$ cat config.mk
export PLATFORM = sky130hd
export DESIGN_NAME = seq_mul_unit
export DESIGN_NICKNAME = d
export VERILOG_FILES = /design/src/rtl/seq_mul_unit.sv
export SDC_FILE = /design/constraint.sdc
export NUM_CORES = 1
export LEC_CHECK = 0
export ABC_AREA = 1
export BUFFER_PORTS_ARGS = -buffer_cell sky130_fd_sc_hd__buf_2
export CAP_MARGIN = 20
export CORE_MARGIN = 2
export CORE_UTILIZATION = 46
export CTS_CLUSTER_DIAMETER = 40
export DETAILED_ROUTE_END_ITERATION = 12
export PLACE_DENSITY = 0.7
export SYNTH_ARGS = -nofsm -noshare
export SYNTH_HDL_FRONTEND = slang
export SYNTH_SLANG_ARGS = --single-unit
$ cat constraint.sdc
create_clock -name clk -period 4.14 [get_ports clk]
set_input_delay 0.414 -clock clk [delete_from_list [all_inputs] [get_ports clk]]
set_output_delay 0.414 -clock clk [all_outputs]
set_load 0.005 [all_outputs]
$ cat src/rtl/seq_mul_unit.sv
// Iterative signed shift-add multiplier, one multiplier bit per clock, valid/ready on both sides.
// Optional SEQ_MUL_EARLY_TERM_EN: finish as soon as the remaining multiplier bits are all zero.
module seq_mul_unit #(
  parameter int WIDTH = 32
) (
  input  logic               clk,
  input  logic               rst,
  input  logic               in_valid,
  output logic               in_ready,
  input  logic [WIDTH-1:0]   in_a,
  input  logic [WIDTH-1:0]   in_b,
  output logic               out_valid,
  input  logic               out_ready,
  output logic [2*WIDTH-1:0] out_p,
  output logic               busy
);

  // state | meaning
  // IDLE  | waiting for an operand pair; in_ready high
  // RUN   | one shift-add step per cycle over the multiplier magnitude
  // DONE  | product presented on out_p until out_ready

  localparam int PW = 2 * WIDTH;
  localparam int CW = (WIDTH > 1) ? $clog2(WIDTH) : 1;

  typedef enum logic [1:0] {
    IDLE = 2'd0,
    RUN  = 2'd1,
    DONE = 2'd2
  } state_t;

  state_t            state, state_n;
  logic [PW-1:0]     mcand, mcand_n;
  logic [PW-1:0]     acc, acc_n;
  logic [PW-1:0]     out_p_n;
  logic [PW-1:0]     acc_sum;
  logic [WIDTH-1:0]  mplier, mplier_n;
  logic [WIDTH-1:0]  a_mag, b_mag;
  logic [CW-1:0]     cnt, cnt_n;
  logic              neg, neg_n;
  logic              last_step;

  // Magnitude of the most negative value wraps to 2^(WIDTH-1), which is correct as unsigned.
  assign a_mag   = in_a[WIDTH-1] ? -in_a : in_a;
  assign b_mag   = in_b[WIDTH-1] ? -in_b : in_b;
  assign acc_sum = acc + (mplier[0] ? mcand : '0);

`ifdef SEQ_MUL_EARLY_TERM_EN
  assign last_step = (cnt == CW'(WIDTH - 1)) || ((mplier >> 1) == '0);
`else
  assign last_step = (cnt == CW'(WIDTH - 1));
`endif

  assign in_ready  = (state == IDLE);
  assign out_valid = (state == DONE);
  assign busy      = (state != IDLE);

  always_comb begin
    state_n  = state;
    mcand_n  = mcand;
    mplier_n = mplier;
    acc_n    = acc;
    cnt_n    = cnt;
    neg_n    = neg;
    out_p_n  = out_p;
    case (state)
      IDLE: begin
        if (in_valid) begin
          mcand_n  = {{WIDTH{1'b0}}, a_mag};
          mplier_n = b_mag;
          neg_n    = in_a[WIDTH-1] ^ in_b[WIDTH-1];
          acc_n    = '0;
          cnt_n    = '0;
          state_n  = RUN;
        end
      end
      RUN: begin
        acc_n    = acc_sum;
        mcand_n  = mcand << 1;
        mplier_n = mplier >> 1;
        cnt_n    = cnt + 1'b1;
        if (last_step) begin
          out_p_n = neg ? -acc_sum : acc_sum;
          state_n = DONE;
        end
      end
      DONE: begin
        if (out_ready) begin
          state_n = IDLE;
        end
      end
      default: state_n = IDLE;
    endcase
  end

  always_ff @(posedge clk) begin
    if (rst) begin
      state  <= IDLE;
      mcand  <= '0;
      mplier <= '0;
      acc    <= '0;
      cnt    <= '0;
      neg    <= 1'b0;
      out_p  <= '0;
    end else begin
      state  <= state_n;
      mcand  <= mcand_n;
      mplier <= mplier_n;
      acc    <= acc_n;
      cnt    <= cnt_n;
      neg    <= neg_n;
      out_p  <= out_p_n;
    end
  end

endmodule

# ---- After elaboration in Yosys (flattened, before gate mapping)
# Cells that the tools add are included.
dict set report word_totals {
  regBits 232
  inputBits 68
  output_inout_bits 67
}
dict set report classes {
  n_addsub 5
  n_eq_ne 6
  n_mux 16
  bitwise 1
  n_reduce_logical 7
}
# operator count
set op_table {}
lappend op_table {{$mux 64} 4}
lappend op_table {{$pmux 64 s2} 2}
lappend op_table {{$mux 32} 3}
lappend op_table {{$add 64x64->64} 1}
lappend op_table {{$neg 32->32} 2}
lappend op_table {{$neg 64->64} 1}
lappend op_table {{$pmux 32 s2} 1}
lappend op_table {{$pmux 5 s2} 1}
lappend op_table {{$mux 2} 3}
lappend op_table {{$pmux 2 s3} 1}
lappend op_table {{$reduce_and 2->1} 3}
lappend op_table {{$add 5x1->5 const B} 1}
lappend op_table {{$eq 5x5->1 const B} 1}
lappend op_table {{$mux 5} 1}
lappend op_table {{$ne 2x2->1 const B} 2}
lappend op_table {{$reduce_bool 2->1} 2}
lappend op_table {{$reduce_and 3->1} 1}
lappend op_table {{$eq 2x1->1 const B} 1}
lappend op_table {{$eq 2x2->1 const B} 1}
lappend op_table {{$logic_not 2->1} 1}
lappend op_table {{$ne 2x1->1 const B} 1}
lappend op_table {{$xor 1x1->1} 1}

# ---- Depth between registers and ports, before layout
# Gate-level depths: netlist (run 1).
dict set report depth {
  depth_word 4
  depth_mapped 30
  depth_no_buf 28
}

# ---- Worst setup path before layout (run 1)
# Ideal clock, no wire load.
dict set report synth_path {
  path_kind {register to register}
  startpoint {reg mplier[0]}
  endpoint {reg out_p[45]}
  t_arrival_ns 3.285
  setup_slack_ns 0.746
  path_stages_with_launch 27
  path_buffers 2
  period_less_slack_ns 3.394
  cell_sequence {dfxtp_1 -> clkbuf_1 -> buf_1 -> nand2_1 -> inv_1 -> ha_1 -> inv_1 -> fa_1 -> inv_1 -> nand3_1 -> nand2_2 -> nand2_1 -> nand2_1 -> nand2_1 -> nand2_4 -> nand2_1 -> nor2_4 -> nand3_2 -> inv_1 -> nand3_2 -> nor2_4 -> nand3_1 -> nand2_1 -> xor2_1 -> nand2_1 -> nand2_1 -> inv_1}
}
dict set report synth_between {
  elab_chain_len 4
}
# element line
set synth_lines {}
lappend synth_lines {{start, declared} 37} ;# logic [WIDTH-1:0] mplier, mplier_n;
lappend synth_lines {{start signal, assigned} 108} ;# mplier <= mplier_n;
lappend synth_lines {{$mux 64 (*)} 46} ;# assign acc_sum = acc + (mplier[0] ? mcand : '0);
lappend synth_lines {{$add 64x64->64 (*)} 46}
lappend synth_lines {{$neg 64->64} 83} ;# out_p_n = neg ? -acc_sum : acc_sum;
lappend synth_lines {{$mux 64 (*)} 83}
lappend synth_lines {{end signal, assigned} 112} ;# out_p <= out_p_n;
lappend synth_lines {{end, declared} 14} ;# output logic [2*WIDTH-1:0] out_p,
# Mark *: on every way between the ends. The rest lies on a longest branch, timed or not.
# A chain may end at the register's enable or synchronous reset.

# ---- Worst setup path after layout (run 1)
dict set report layout_path {
  startpoint {reg mplier[0]}
  endpoint {reg out_p[41]}
}
# The elaborated chain is that of the path after synthesis.

==> qor.txt, run 1 <==
Buf/Inv on CP: 5
height of the die: 207 µm
category of the most critical setup path: reg -> reg
fill cell instance count of the final layout: 4243
path type of the worst min-delay path: in -> reg
transition time at the pin with the least slew margin: 951 ps
setup TNS: 0 ps
endpoint arrival time on the critical path: 4280 ps
cell type of the slowest stage on the worst timing path: sky130_fd_sc_hd__fa_1
most prevalent standard cell on the critical path: sky130_fd_sc_hd__nand2_1
count of unresolved DRC violations after routing: 0
Top Ports: 135
number of synthesized flops with an enable pin: 0
internal power component: 4.74 mW
full die area: 42700 µm²
sequential cell area fraction in the yosys report: 24.6%
clock transition at the registers of the reported paths: 60 ps
number of cell rows: 74
maximum number of pins on one net before global-route repair: 131
multi-input gate area in the final layout: 11700 µm²
clock latency on the worst-skew pair: 600 ps
data required time at the worst endpoint: 4630 ps
total power: 6.82 mW
Mapped Nets: 3498
number of library cell types mapped by synthesis: 50
grt ovf: 0
CTS tree: done
CP peak stage delay: 450 ps
kind of launch point of the worst setup path: flop
drt total wl: 64.9 mm
initial antenna violation count: 0
result of the run: finished, final reports clean
Clock Tree Buf Depth: 3
TritonCTS Buffers: 42
clock sink count: 232
Sequential cell area: 4650 µm²
half-perimeter wire length after detailed placement: 49.4 mm
Tcrit/Tclk final: 91.7%
Worst Clk Skew: 38.4 ps
chip width: 207 µm
number of DRC violations after detailed-routing iteration 0: 2201
quantity of hold-fixing buffers added after cts: 0
average cell area after synthesis: 5.62 µm²
post-synthesis to final-layout area growth: 13.9%
Max H-tree Level: 2
Pwr Density: 317 nW/µm²
Yosys warning total: 0
max frequency: 264 MHz
fin. max-slew vios: 0
antenna diode instance count: 0
clk root buf: sky130_fd_sc_hd__clkbuf_16
net total in the final layout: 3591
final setup margin: 345 ps
endpoint type of the worst setup path: flop
Final Util: 52.9%
drt pass-1 iters: 6
vias in the first global route: 18800
Primary FF master, synth: sky130_fd_sc_hd__dfxtp_1
fraction of synthesis flops using an asynchronous set or reset pin: 0%
post-synthesis cell count: 3361
worst supply voltage drop on vdd: 359 µV
initial cell density of the core: 46.4%
headroom to the max-slew limit: 36.6%
number of vias after detailed routing: 20900
area of the core: 40600 µm²
fraction of final layout cells with drive strength greater than 1: 9.78%
power share of the sequential group: 34.4%
reported net switching power: 2.08 mW
number of synthesized register bits: 232
setup repair after global routing missed its margin: false
LEAKAGE: 11.4 nW
average via count per standard cell: 5.21
cell class contributing the biggest share of worst-path delay: simple AND/OR/NAND/NOR gates
Routed Antenna Nets: 0
Max Cap Violations: 0
final estimated routing congestion in global placement: 0.993
portion of total power attributed to the clock network: 52.3%
count of port buffers added during placement: 134
Final Hold Vio Count: 0
part of the power in combinational logic: 13.2%
overall global routing resource usage: 30.1%
first-pass GRT wire length: 101 mm
final routed wire length divided by cell count: 16.2 µm
biggest fanout along the worst timing path: 7
minimum clock period: 3790 ps
worst setup slack after placement: 283 ps
netlist area before placement: 18900 µm²
number of failing setup endpoints in the final timing report: 0
switching power share of the total: 30.5%
## registers in the layout, indices dropped and copies added (netlist names)
signal	cells
out_p	64
mcand	64
mplier	32
neg	1
acc	64
cnt	5
state	2
## power groups by stage
stage                     clock network (mW)  registers [mW]  logic (mW)
after floorplan                            0            2.37       0.607
after global placement                     0            2.39       0.869
after detailed placement                   0            2.39       0.871
after CTS                               3.60            2.34       0.875
after global routing                    3.71            2.35       0.984
final                                   3.57            2.35       0.903
## placed cells by master (no fill, tap or decap), drive strengths merged
cell / netlist / routed
and2: 6 / 6
nor4: 10 / 10
a221oi: 1 / 1
o31ai: 1 / 1
o21a: 12 / 12
nor3: 31 / 31
inv: 553 / 562
a21o: 1 / 1
clkinvlp: 0 / 4
o221ai: 3 / 3
nand4: 26 / 26
dfxtp: 232 / 232
o21ai: 108 / 108
buf: 19 / 152
nor2: 291 / 291
xnor2: 11 / 11
clkinv: 1 / 12
o211ai: 5 / 5
a21oi: 216 / 216
or2: 16 / 16
clkbuf: 83 / 52
ha: 68 / 68
a22oi: 4 / 4
o21bai: 16 / 16
nand3b: 16 / 16
a31oi: 66 / 66
fa: 1 / 1
and3: 1 / 1
xor2: 33 / 33
bufinv: 0 / 2
nand2: 1307 / 1307
nand3: 220 / 220
a211oi: 1 / 1
## what timing repair did
action / in CTS / in global routing
endpoints found under the setup margin: 0 / 17
gates resized for setup: 0 / 4
buffers inserted: 0 / 2
## synthesized netlist by cell type (11+ instances only)
library cell | instances | area share (%)
sky130_fd_sc_hd__nand3_1 | 205 | 5.4
sky130_fd_sc_hd__nand2_1 | 1276 | 25
sky130_fd_sc_hd__nand3b_1 | 16 | 0.64
sky130_fd_sc_hd__buf_1 | 14 | 0.28
sky130_fd_sc_hd__a31oi_1 | 66 | 2.2
sky130_fd_sc_hd__o21ai_0 | 105 | 2.8
sky130_fd_sc_hd__xor2_1 | 33 | 1.5
sky130_fd_sc_hd__nor3_1 | 26 | 0.69
sky130_fd_sc_hd__clkbuf_1 | 81 | 1.6
sky130_fd_sc_hd__o21a_1 | 12 | 0.48
sky130_fd_sc_hd__nand4_1 | 26 | 0.86
sky130_fd_sc_hd__nand2_2 | 30 | 0.99
sky130_fd_sc_hd__nor2_2 | 25 | 0.83
sky130_fd_sc_hd__o21bai_1 | 16 | 0.64
sky130_fd_sc_hd__xnor2_1 | 11 | 0.51
sky130_fd_sc_hd__ha_1 | 68 | 4.5
sky130_fd_sc_hd__nand3_2 | 14 | 0.74
sky130_fd_sc_hd__a21oi_1 | 215 | 5.7
sky130_fd_sc_hd__or2_2 | 14 | 0.46
sky130_fd_sc_hd__nor2_1 | 259 | 5.2
sky130_fd_sc_hd__inv_1 | 550 | 11
sky130_fd_sc_hd__dfxtp_1 | 232 | 25
## final timing paths
check	from	depth (start not counted)	slack [ps]	endpoint
setup / recovery	mplier[0]$_SDFFE_PP0P_	25	350	out_p[41]$_SDFFE_PP0P_
hold / removal	out_ready	4	70	state[1]$_SDFFE_PP0P_
setup reg to reg	mplier[0]$_SDFFE_PP0P_	25	350	out_p[41]$_SDFFE_PP0P_
hold reg to reg	cnt[3]$_SDFFE_PP0P_	2	460	cnt[3]$_SDFFE_PP0P_
## kinds of logic (layout without fill, tap and decap cells)
logic type | after synthesis | after routing | share of synthesized area, %
AND/OR/NAND/NOR | 1924 | 1924 | 42.7
buffers and inverters | 658 | 784 | 13.5
adder cells (fa/ha/maj) | 69 | 69 | 4.61
XOR/XNOR | 44 | 44 | 2.04
flip-flops | 232 | 232 | 24.6
AO/OA/AOI/OAI | 434 | 434 | 12.6
## tightest hold or removal path: stages
cell,delay [ps]
sky130_fd_sc_hd__buf_2,70
sky130_fd_sc_hd__inv_1,30
sky130_fd_sc_hd__nand2_1,50
sky130_fd_sc_hd__a21oi_1,50
## routing by layer
layer	vias to the layer above	GRT usage, %	part of all wire, %
met2	874	45.2	42
met1	9279	43.0	45
met3	124	5.49	9.4
met5	-	0	0
met4	0	10.7	3.3
li1	10700	-	-
## through the flow
step	std cells	hold WS [ps]	cell area [µm²]
2_1_floorplan	3361	441	18900
3_3_place_gp	3938	453	20000
3_5_place_dp	3938	456	20000
4_1_cts	4015	55.1	21400
5_1_grt	4019	86.8	21500
6_report	4019	71.6	21500
## final cells by class
type / instances / area share, %
sequential: 232 / 21.6
clock inverter: 26 / 1.47
clock buffer: 51 / 5.37
timing repair buffer: 153 / 4.26
tap: 532 / 3.10
inverter: 554 / 9.68
multi-input combinational: 2471 / 54.5
Power figures use the tool's default switching activity.
==> inputs of run 2 (changes only) <==
CORE_UTILIZATION = 35   (was 46)
PLACE_DENSITY = 0.57   (was 0.7)
clock period = 4.4 ns   (was 4.14 ns; I/O delays follow)
==> run 2 against run 1 <==
  * Power fell by 0.53%
  * Critical endpoint is now out_p[46]$_SDFFE_PP0P_
  * Register-to-register slack got worse by 30 ps
  * Critical path depth fell by 2
  * Largest cell class unchanged
  * Final cell count rose by 4.3%
==> qor.txt, run 2 (synthesis results as in run 1) <==
result of the run: finished, final reports clean
max frequency: 245 MHz
height of the die: 236 µm
fill cell instance count of the final layout: 6066
endpoint arrival time on the critical path: 4540 ps
leading registers by flop count: acc (64), mcand (64), out_p (64)
worst hold slack: 119 ps
power share of the sequential group: 32.6%
Clock Tree Buf Depth: 3
TritonCTS Buffers: 47
average via count per standard cell: 5.00
number of cell rows: 85
Max Cap Violations: 0
number of vias after detailed routing: 21000
most common library cell in the layout ignoring fill and taps: sky130_fd_sc_hd__nand2_1
Max H-tree Level: 2
half-perimeter wire length after detailed placement: 53.0 mm
final estimated routing congestion in global placement: 0.951
portion of total power attributed to the clock network: 54.8%
Final Hold Vio Count: 0
fin. max-slew vios: 0
drt total wl: 69.4 mm
quantity of hold-fixing buffers added after cts: 0
multi-input gate area in the final layout: 11700 µm²
drt pass-1 iters: 8
headroom to the max-slew limit: 34.2%
number of cells after detailed placement: 4104
vias in the first global route: 19700
antenna diode instance count: 0
final setup margin: 318 ps
count of unresolved DRC violations after routing: 0
fraction of final layout cells with drive strength greater than 1: 9.95%
grt ovf: 0
minimum clock period: 4080 ps
CTS tree: done
clock sink count: 232
initial cell density of the core: 35.2%
initial antenna violation count: 0
clock transition at the registers of the reported paths: 50 ps
number of DRC violations after detailed-routing iteration 0: 1728
Top Ports: 135
Layout Cells excl Fill: 4192
worst setup slack after placement: 333 ps
count of port buffers added during placement: 134
category of the most critical setup path: reg -> reg
number of failing setup endpoints in the final timing report: 0
biggest fanout along the worst timing path: 33
worst supply voltage drop on vdd: 277 µV
Routed Antenna Nets: 0
Tcrit/Tclk final: 92.8%
chip width: 236 µm
clk root buf: sky130_fd_sc_hd__clkbuf_16
data required time at the worst endpoint: 4850 ps
endpoint type of the worst setup path: flop
full die area: 55800 µm²
LEAKAGE: 11.5 nW
maximum number of pins on one net before global-route repair: 165
Pwr Density: 311 nW/µm²
reported net switching power: 2.09 mW
Sequential cell area: 4650 µm²
clock latency on the worst-skew pair: 600 ps
setup TNS: 0 ps
final routed wire length divided by cell count: 16.6 µm
Worst Clk Skew: 21.7 ps
transition time at the pin with the least slew margin: 987 ps
net total in the final layout: 3595
part of the power in combinational logic: 12.6%
total power: 6.78 mW
top library cells by usage in the layout, fill and taps aside: sky130_fd_sc_hd__nand2_1, sky130_fd_sc_hd__inv_1, sky130_fd_sc_hd__nor2_1
area of the core: 53600 µm²
internal power component: 4.69 mW
post-synthesis to final-layout area growth: 15.7%
setup repair after global routing missed its margin: false
kind of launch point of the worst setup path: flop
path type of the worst min-delay path: in -> reg
switching power share of the total: 30.9%
first-pass GRT wire length: 108 mm
overall global routing resource usage: 24.4%
==> run 2: changes by cell type in the layout (fill, tap and decap cells not counted), sizes merged <==
cell,before,now
buf,152,151
clkinvlp,4,3
clkbuf,52,55
clkinv,12,9
inv,562,572
bufinv,2,3
==> run 2: power by group through the flow <==
stage	Clock, mW	Combinational (mW)	Sequential (mW)
after floorplan	0	0.571	2.23
after global placement	0	0.838	2.25
after detailed placement	0	0.838	2.25
after CTS	3.77	0.841	2.21
after global routing	3.89	0.937	2.21
final	3.72	0.854	2.21
==> run 2: worst paths after layout <==
path,startpoint,endpoint,slack (ps),cells after the start
worst max-delay path,mplier[0]$_SDFFE_PP0P_,out_p[46]$_SDFFE_PP0P_,320,23
worst min-delay path,out_ready,state[1]$_SDFFE_PP0P_,120,4
worst max register to register,mplier[0]$_SDFFE_PP0P_,out_p[46]$_SDFFE_PP0P_,320,23
worst min register to register,mplier[31]$_SDFFE_PP0P_,mplier[31]$_SDFFE_PP0P_,470,2
==> run 2: final cells by class <==
type                    count  share of cell area (%)
multi-input cells        2471                    53.6
flip-flops and latches    232                    21.3
repair buffers            152                    4.01
well taps                 696                    3.99
clock inverters            33                    1.85
clock buffers              54                    5.69
inverters                 554                    9.53
==> run 2: metrics by stage <==
stage / utilization (%) / area, µm²
after floorplan: - / 18900
after global placement: 37.6 / 20100
after detailed placement: 37.6 / 20100
after CTS: 40.7 / 21800
after global routing: 40.7 / 21800
final: 40.7 / 21800
==> run 2: repair_timing <==
item / CTS / global route
buffers inserted: 0 / 0
hold endpoints to repair: 0 / 0
endpoints found under the setup margin: 0 / 1
gates resized for setup: 0 / 3
==> run 2: worst max-delay path: stages, from the launching register on <==
cell	delay, ps
sky130_fd_sc_hd__dfxtp_4	430
sky130_fd_sc_hd__buf_16	250
sky130_fd_sc_hd__nand2_1	70
sky130_fd_sc_hd__inv_1	60
sky130_fd_sc_hd__ha_1	270
sky130_fd_sc_hd__inv_1	90
sky130_fd_sc_hd__fa_1	440
sky130_fd_sc_hd__inv_1	130
sky130_fd_sc_hd__nand3_1	110
sky130_fd_sc_hd__nand2_2	130
sky130_fd_sc_hd__nand3_1	100
sky130_fd_sc_hd__nand3_2	140
sky130_fd_sc_hd__nand2_1	80
sky130_fd_sc_hd__nand2_1	150
sky130_fd_sc_hd__nand2_1	100
sky130_fd_sc_hd__nand2_2	110
sky130_fd_sc_hd__nand2_1	70
sky130_fd_sc_hd__nor2_1	220
sky130_fd_sc_hd__nand3_1	130
sky130_fd_sc_hd__nor2_2	200
sky130_fd_sc_hd__nand3_1	110
sky130_fd_sc_hd__nand2_1	160
sky130_fd_sc_hd__xor2_1	280
sky130_fd_sc_hd__a21oi_1	110
==> run 2: metal layers <==
layer | routed length (µm) | vias to the layer above | global-route usage [%]
li1 | - | 10700 | -
met1 | 32100 | 9474 | 33.9
met2 | 29600 | 674 | 38.3
met3 | 5210 | 124 | 4.03
met4 | 2460 | 0 | 8.38
met5 | 0 | - | 0
